--- src/rtl/memory_access.sv ---
// Memory-access pipeline stage: issues loads/stores over a req/ack data-memory
// handshake, aligns load data and registers writeback controls.
module memory_access #(
  parameter int unsigned TIMEOUT_CYCLES = 255
) (
  input  logic        clk,
  input  logic        rst,
  input  logic [31:0] alu_result,
  input  logic [31:0] rs2E,
  input  logic        write_regE,
  input  logic [2:0]  info_loadE,
  input  logic [1:0]  info_storeE,
  input  logic [4:0]  dstreg_addrE,
  output logic        stall,
  output logic        dmem_req,
  output logic        dmem_we,
  output logic [31:0] dmem_addr,
  output logic [31:0] dmem_wdata,
  output logic [3:0]  dmem_wstrb,
  input  logic        dmem_ack,
  input  logic [31:0] dmem_rdata,
  output logic [31:0] wb_data,
  output logic        wb_write_reg,
  output logic [4:0]  wb_dstreg_addr,
  output logic        misalign,
  output logic        bus_fault
);

  localparam int unsigned CNT_W = 16;

  localparam logic [2:0] LD_LB  = 3'd1;
  localparam logic [2:0] LD_LH  = 3'd2;
  localparam logic [2:0] LD_LW  = 3'd3;
  localparam logic [2:0] LD_LBU = 3'd4;
  localparam logic [2:0] LD_LHU = 3'd5;

  localparam logic [1:0] ST_SB = 2'd1;
  localparam logic [1:0] ST_SH = 2'd2;

  localparam logic [1:0] SZ_BYTE = 2'd1;
  localparam logic [1:0] SZ_HALF = 2'd2;
  localparam logic [1:0] SZ_WORD = 2'd3;

  typedef enum logic {IDLE, BUSY} state_t;

  state_t            state, state_nxt;
  logic [CNT_W-1:0]  cnt, cnt_nxt;
  logic [2:0]        ld_op, ld_op_nxt;
  logic [1:0]        off, off_nxt;
  logic              is_load, is_load_nxt;
  logic              wr_lat, wr_lat_nxt;
  logic [4:0]        dst_lat, dst_lat_nxt;

  logic              dmem_req_nxt, dmem_we_nxt;
  logic [31:0]       dmem_addr_nxt, dmem_wdata_nxt;
  logic [3:0]        dmem_wstrb_nxt;
  logic [31:0]       wb_data_nxt;
  logic              wb_write_reg_nxt;
  logic [4:0]        wb_dstreg_addr_nxt;
  logic              misalign_nxt, bus_fault_nxt;

  logic              ld_c, st_c, aligned_c;
  logic [1:0]        size_c;
  logic [3:0]        wstrb_c;
  logic [31:0]       wdata_c;
  logic [31:0]       shifted_c, load_val_c;

  assign stall = (state == BUSY);

  // Decode of the incoming instruction; a valid load wins over a store.
  always_comb begin
    ld_c      = (info_loadE >= LD_LB) && (info_loadE <= LD_LHU);
    st_c      = !ld_c && (info_storeE != 2'd0);
    size_c    = 2'd0;
    if (ld_c) begin
      unique case (info_loadE)
        LD_LB, LD_LBU: size_c = SZ_BYTE;
        LD_LH, LD_LHU: size_c = SZ_HALF;
        default:       size_c = SZ_WORD;
      endcase
    end else if (st_c) begin
      unique case (info_storeE)
        ST_SB:   size_c = SZ_BYTE;
        ST_SH:   size_c = SZ_HALF;
        default: size_c = SZ_WORD;
      endcase
    end
    unique case (size_c)
      SZ_HALF: aligned_c = !alu_result[0];
      SZ_WORD: aligned_c = (alu_result[1:0] == 2'b00);
      default: aligned_c = 1'b1;
    endcase
  end

  // Store lane steering; loads drive no strobes.
  always_comb begin
    wstrb_c = 4'b0000;
    wdata_c = 32'd0;
    if (st_c) begin
      unique case (size_c)
        SZ_BYTE: begin
          wstrb_c = 4'b0001 << alu_result[1:0];
          wdata_c = {4{rs2E[7:0]}};
        end
        SZ_HALF: begin
          wstrb_c = alu_result[1] ? 4'b1100 : 4'b0011;
          wdata_c = {2{rs2E[15:0]}};
        end
        default: begin
          wstrb_c = 4'b1111;
          wdata_c = rs2E;
        end
      endcase
    end
  end

  // Load data alignment and extension from the latched offset.
  always_comb begin
    shifted_c = dmem_rdata >> {off, 3'b000};
    unique case (ld_op)
      LD_LB:   load_val_c = {{24{shifted_c[7]}}, shifted_c[7:0]};
      LD_LH:   load_val_c = {{16{shifted_c[15]}}, shifted_c[15:0]};
      LD_LBU:  load_val_c = {24'd0, shifted_c[7:0]};
      LD_LHU:  load_val_c = {16'd0, shifted_c[15:0]};
      default: load_val_c = dmem_rdata;
    endcase
  end

  // Next-state and registered-output logic.
  always_comb begin
    state_nxt          = state;
    cnt_nxt            = cnt;
    ld_op_nxt          = ld_op;
    off_nxt            = off;
    is_load_nxt        = is_load;
    wr_lat_nxt         = wr_lat;
    dst_lat_nxt        = dst_lat;
    dmem_req_nxt       = dmem_req;
    dmem_we_nxt        = dmem_we;
    dmem_addr_nxt      = dmem_addr;
    dmem_wdata_nxt     = dmem_wdata;
    dmem_wstrb_nxt     = dmem_wstrb;
    wb_data_nxt        = wb_data;
    wb_write_reg_nxt   = wb_write_reg;
    wb_dstreg_addr_nxt = wb_dstreg_addr;
    misalign_nxt       = 1'b0;
    bus_fault_nxt      = 1'b0;

    unique case (state)
      IDLE: begin
        if (!ld_c && !st_c) begin
          wb_data_nxt        = alu_result;
          wb_write_reg_nxt   = write_regE && (dstreg_addrE != 5'd0);
          wb_dstreg_addr_nxt = dstreg_addrE;
        end else if (!aligned_c) begin
          misalign_nxt     = 1'b1;
          wb_write_reg_nxt = 1'b0;
        end else begin
          ld_op_nxt        = ld_c ? info_loadE : 3'd0;
          off_nxt          = alu_result[1:0];
          is_load_nxt      = ld_c;
          wr_lat_nxt       = write_regE;
          dst_lat_nxt      = dstreg_addrE;
          dmem_req_nxt     = 1'b1;
          dmem_we_nxt      = st_c;
          dmem_addr_nxt    = {alu_result[31:2], 2'b00};
          dmem_wdata_nxt   = wdata_c;
          dmem_wstrb_nxt   = wstrb_c;
          wb_write_reg_nxt = 1'b0;
          cnt_nxt          = '0;
          state_nxt        = BUSY;
        end
      end
      BUSY: begin
        wb_write_reg_nxt = 1'b0;
        if (dmem_ack) begin
          dmem_req_nxt = 1'b0;
          state_nxt    = IDLE;
          if (is_load) begin
            wb_data_nxt        = load_val_c;
            wb_write_reg_nxt   = wr_lat && (dst_lat != 5'd0);
            wb_dstreg_addr_nxt = dst_lat;
          end
        end else if (cnt == CNT_W'(TIMEOUT_CYCLES - 1)) begin
          dmem_req_nxt  = 1'b0;
          bus_fault_nxt = 1'b1;
          state_nxt     = IDLE;
        end else begin
          cnt_nxt = cnt + CNT_W'(1);
        end
      end
      default: state_nxt = IDLE;
    endcase
  end

  // State and output registers.
  always_ff @(posedge clk or posedge rst) begin
    if (rst) begin
      state          <= IDLE;
      cnt            <= '0;
      ld_op          <= 3'd0;
      off            <= 2'd0;
      is_load        <= 1'b0;
      wr_lat         <= 1'b0;
      dst_lat        <= 5'd0;
      dmem_req       <= 1'b0;
      dmem_we        <= 1'b0;
      dmem_addr      <= 32'd0;
      dmem_wdata     <= 32'd0;
      dmem_wstrb     <= 4'd0;
      wb_data        <= 32'd0;
      wb_write_reg   <= 1'b0;
      wb_dstreg_addr <= 5'd0;
      misalign       <= 1'b0;
      bus_fault      <= 1'b0;
    end else begin
      state          <= state_nxt;
      cnt            <= cnt_nxt;
      ld_op          <= ld_op_nxt;
      off            <= off_nxt;
      is_load        <= is_load_nxt;
      wr_lat         <= wr_lat_nxt;
      dst_lat        <= dst_lat_nxt;
      dmem_req       <= dmem_req_nxt;
      dmem_we        <= dmem_we_nxt;
      dmem_addr      <= dmem_addr_nxt;
      dmem_wdata     <= dmem_wdata_nxt;
      dmem_wstrb     <= dmem_wstrb_nxt;
      wb_data        <= wb_data_nxt;
      wb_write_reg   <= wb_write_reg_nxt;
      wb_dstreg_addr <= wb_dstreg_addr_nxt;
      misalign       <= misalign_nxt;
      bus_fault      <= bus_fault_nxt;
    end
  end

endmodule
--- config.mk ---
export PLATFORM = sky130hd
export DESIGN_NAME = memory_access
export DESIGN_NICKNAME = d
export VERILOG_FILES = /design/src/rtl/memory_access.sv
export SDC_FILE = /design/constraint.sdc
export NUM_CORES = 1
export LEC_CHECK = 0
export ABC_AREA = 1
export CAP_MARGIN = 10
export CORE_UTILIZATION = 53
export CTS_BUF_LIST = sky130_fd_sc_hd__clkbuf_2
export DETAILED_ROUTE_END_ITERATION = 10
export GPL_ROUTABILITY_DRIVEN = 0
export PLACE_DENSITY = 0.95
export SYNTH_ARGS = -nofsm -noshare
export SYNTH_HDL_FRONTEND = slang
export SYNTH_SLANG_ARGS = --single-unit
--- constraint.sdc ---
create_clock -name clk -period 10.92 [get_ports clk]
set_input_delay 1.092 -clock clk [delete_from_list [all_inputs] [get_ports clk]]
set_output_delay 1.092 -clock clk [all_outputs]
set_load 0.005 [all_outputs]
==> qor.txt <==
Status -> completed
Setup crit start kind -> input pin
CTS tree -> built
Pleak -> 4.788 nW
Antenna violations before repair -> 0
Initial DRT Pass Iterations -> 7
Net switching power -> 0.0008978 W
Area growth syn-to-layout -> 31.19%
Clk sinks -> 137
Core area -> 13,830 sq um
Clock share of power -> 14.8%
CP max FO -> 65
Utilization after layout -> 71.24%
Clock latency at the later pin of the worst-skew pair -> 0.70 ns
Register bit total from synthesis -> 137
H-tree depth -> 4
Per-cell routed wire length -> 15.90 um
Seq/Total Area, Yosys -> 45.66%
Total gr overflow -> 0
Residual DRC -> 0
Crit path DAT -> 5.30 ns
Die X -> 121.0 um
IO Count -> 221
Sequential Power Share -> 37.7%
Cell variety after synth -> 41
Crit path from -> info_loadE[0]
Total of max-cap violations -> 0
CP Data Required Time -> 11.55 ns
RSZ-0062 raised after global routing -> false
Hold Startpoint -> dmem_wdata[16]$_DFFE_PP0P_
Rows -> 43
Critical path type -> in -> reg
Routed wire length -> 22.17 mm
Mean Syn Cell Area -> 7.427 sq um
Synth Flop Type -> dfrtp_1
Final setup fails -> 0
Overall via count from detail_route -> 7,663
I/O Buffers -> 218
Syn. warnings -> 0
Fin crit period -> 4.667 ns
Mapped Area -> 7508 sq um
Max-slew violation count -> 0
Vias in the first global route -> 7,189
Hold-fix buffers, CTS -> 0
Clock-pin slew on the worst setup and hold paths -> 0.20 ns
Setup crit end kind -> flop
Vias/cell -> 5.497
Combinational group share of total power -> 47.5%
Most frequent cells in the layout -> 379 x nand2_1, 218 x clkdlybuf4s50_1, 137 x dfrtp_1
VDD IR-drop max -> 94.89 uV
Most common cell after layout, fill and taps aside -> nand2_1
Starting DRT DRC Count -> 865
Synthesized instance count -> 1,011
Max_slew headroom -> 31.99%
Die ar. -> 14,650 sq um
Number of flops mapped to enable cells by yosys -> 0
HPWL Detailed -> 15.87 mm
Total clock buffers created by CTS -> 17
Die height -> 121.0 um
Design Area, Final -> 9851 sq um
Layout cells sized above 1 -> 7.249%
Top Registers -> dmem_wdata x32, wb_data x32, dmem_addr x30
Hold WS -> 0.5053 ns
Antenna diodes -> 0
Antenna Violating Nets Remaining -> 0
First-pass GRT wire length -> 34.91 mm
Hold crit path type -> reg -> reg
Period Utilization, post-route -> 42.74%
Total GRT Usage -> 30.63%
Sw Share -> 40.08%
Ys async rst share -> 100.0%
Post_cts resized -> 0
Clock Skews -> 0.03726 ns
FF-to-FF Start -> stall$_DFF_PP0_
Final Hold Fails -> 0
Clock root cell -> clkbuf_2
Slew @ Worst Pin -> 1.017 ns
Post-CTS Setup Inserts -> 0
Internal Pwr Total -> 0.001342 W
Nets -> 1,316
Cell Area, Placed -> 9587 sq um
CTS max path bufs -> 2
Design Power -> 0.002240 W
Pwr/cell area -> 227.4 nW/um^2
FMAX -> 0.2143 GHz
Setup_tns -> 0 ns
Initial Utilization -> 54.30%
Largest net degree at the start of global routing -> 73
Worst R2R Setup Slack -> 7.73 ns
cells in the mapped netlist (4+ instances only):
| cell | count | area [sq um] |
|---|---|---|
| clkbuf_1 | 17 | 63.81 |
| inv_2 | 7 | 26.28 |
| or2_2 | 16 | 100.1 |
| xor2_1 | 6 | 52.55 |
| a31oi_1 | 5 | 31.28 |
| nor2_1 | 79 | 296.5 |
| nand2_1 | 379 | 1423 |
| nand4_1 | 6 | 37.54 |
| nand2_2 | 8 | 50.05 |
| a21oi_1 | 14 | 70.07 |
| o21ai_2 | 12 | 105.1 |
| nand3_1 | 103 | 515.5 |
| buf_6 | 17 | 191.4 |
| o21ai_1 | 12 | 60.06 |
| o21ai_0 | 69 | 345.3 |
| nor3_1 | 5 | 25.02 |
| ha_1 | 5 | 62.56 |
| buf_2 | 11 | 55.05 |
| dfrtp_1 | 137 | 3428 |
| buf_4 | 4 | 30.03 |
| inv_1 | 71 | 266.5 |
cell type report:
cell class | instances | area (sq um)
Multi-Input combinational cell | 745 | 3427
Clock buffer | 18 | 90.09
Tap cell | 180 | 225.2
Inverter | 79 | 301.5
Clock inverter | 14 | 173.9
Sequential cell | 137 | 3428
Fill cell | 1077 | 3976
Timing Repair Buffer | 221 | 2205
path summary, 6_finish.rpt:
| path | to | cells after the start |
|---|---|---|
| hold / removal | dmem_wdata[16]$_DFFE_PP0P_ | 2 |
| setup / recovery | cnt[10]$_DFFE_PP0P_ | 16 |
| min in group asynchronous | dmem_wdata[12]$_DFFE_PP0P_ | 2 |
| max in group asynchronous | wb_data[13]$_DFFE_PP0P_ | 3 |
| setup reg to reg | wb_data[0]$_DFFE_PP0P_ | 7 |
| hold reg to reg | dmem_wdata[16]$_DFFE_PP0P_ | 2 |
power by group through the flow:
stage | Sequential (W) | Clock [W] | Combinational [W]
after floorplan | 0.000829 | 0 | 0.000575
after global placement | 0.000843 | 0 | 0.00103
after detailed placement | 0.000848 | 0 | 0.00106
after CTS | 0.000840 | 0.000337 | 0.00106
after global routing | 0.000866 | 0.000359 | 0.00117
final | 0.000844 | 0.000333 | 0.00106
logic make-up (layout without fill, tap and decap cells):
kind of cell    Yosys count  count (layout)  share of synthesized area, %
buf+inv                 130             332                         8.748
compound gates          124             124                         9.665
xor+xnor                  7               7                        0.8165
other cells               1               2                       0.04994
flops                   137             137                         45.66
simple gates            607             607                         34.23
fa+ha+maj                 5               5                        0.8332
metal layers:
layer	part of all wire, %	vias to the layer above	track usage, %
met5	0	-	0
met2	47	433	50.29
li1	-	3591	-
met1	39	3562	37.77
met4	3.6	0	14.58
met3	10	77	7.566
through the flow:
step	setup WS, ns	cells
after floorplan	6.160	1012
after global placement	5.809	1362
after detailed placement	5.625	1362
after CTS	6.373	1394
after global routing	5.951	1394
final	6.253	1394
critical path: stages:
cell and delay (ns):
clkdlybuf4s50_1 0.45, inv_1 0.11, nand2_2 0.09, a21oi_4 0.19
inv_1 0.11, or2_2 0.28, nand2_1 0.08, ha_1 0.40
or2_1 0.23, a21oi_4 0.08, nand2_4 0.43, buf_4 0.69
nand2_2 0.40, inv_1 0.42, nand2_1 0.10, nand2_1 0.08
(Power assumes the default switching activity.)
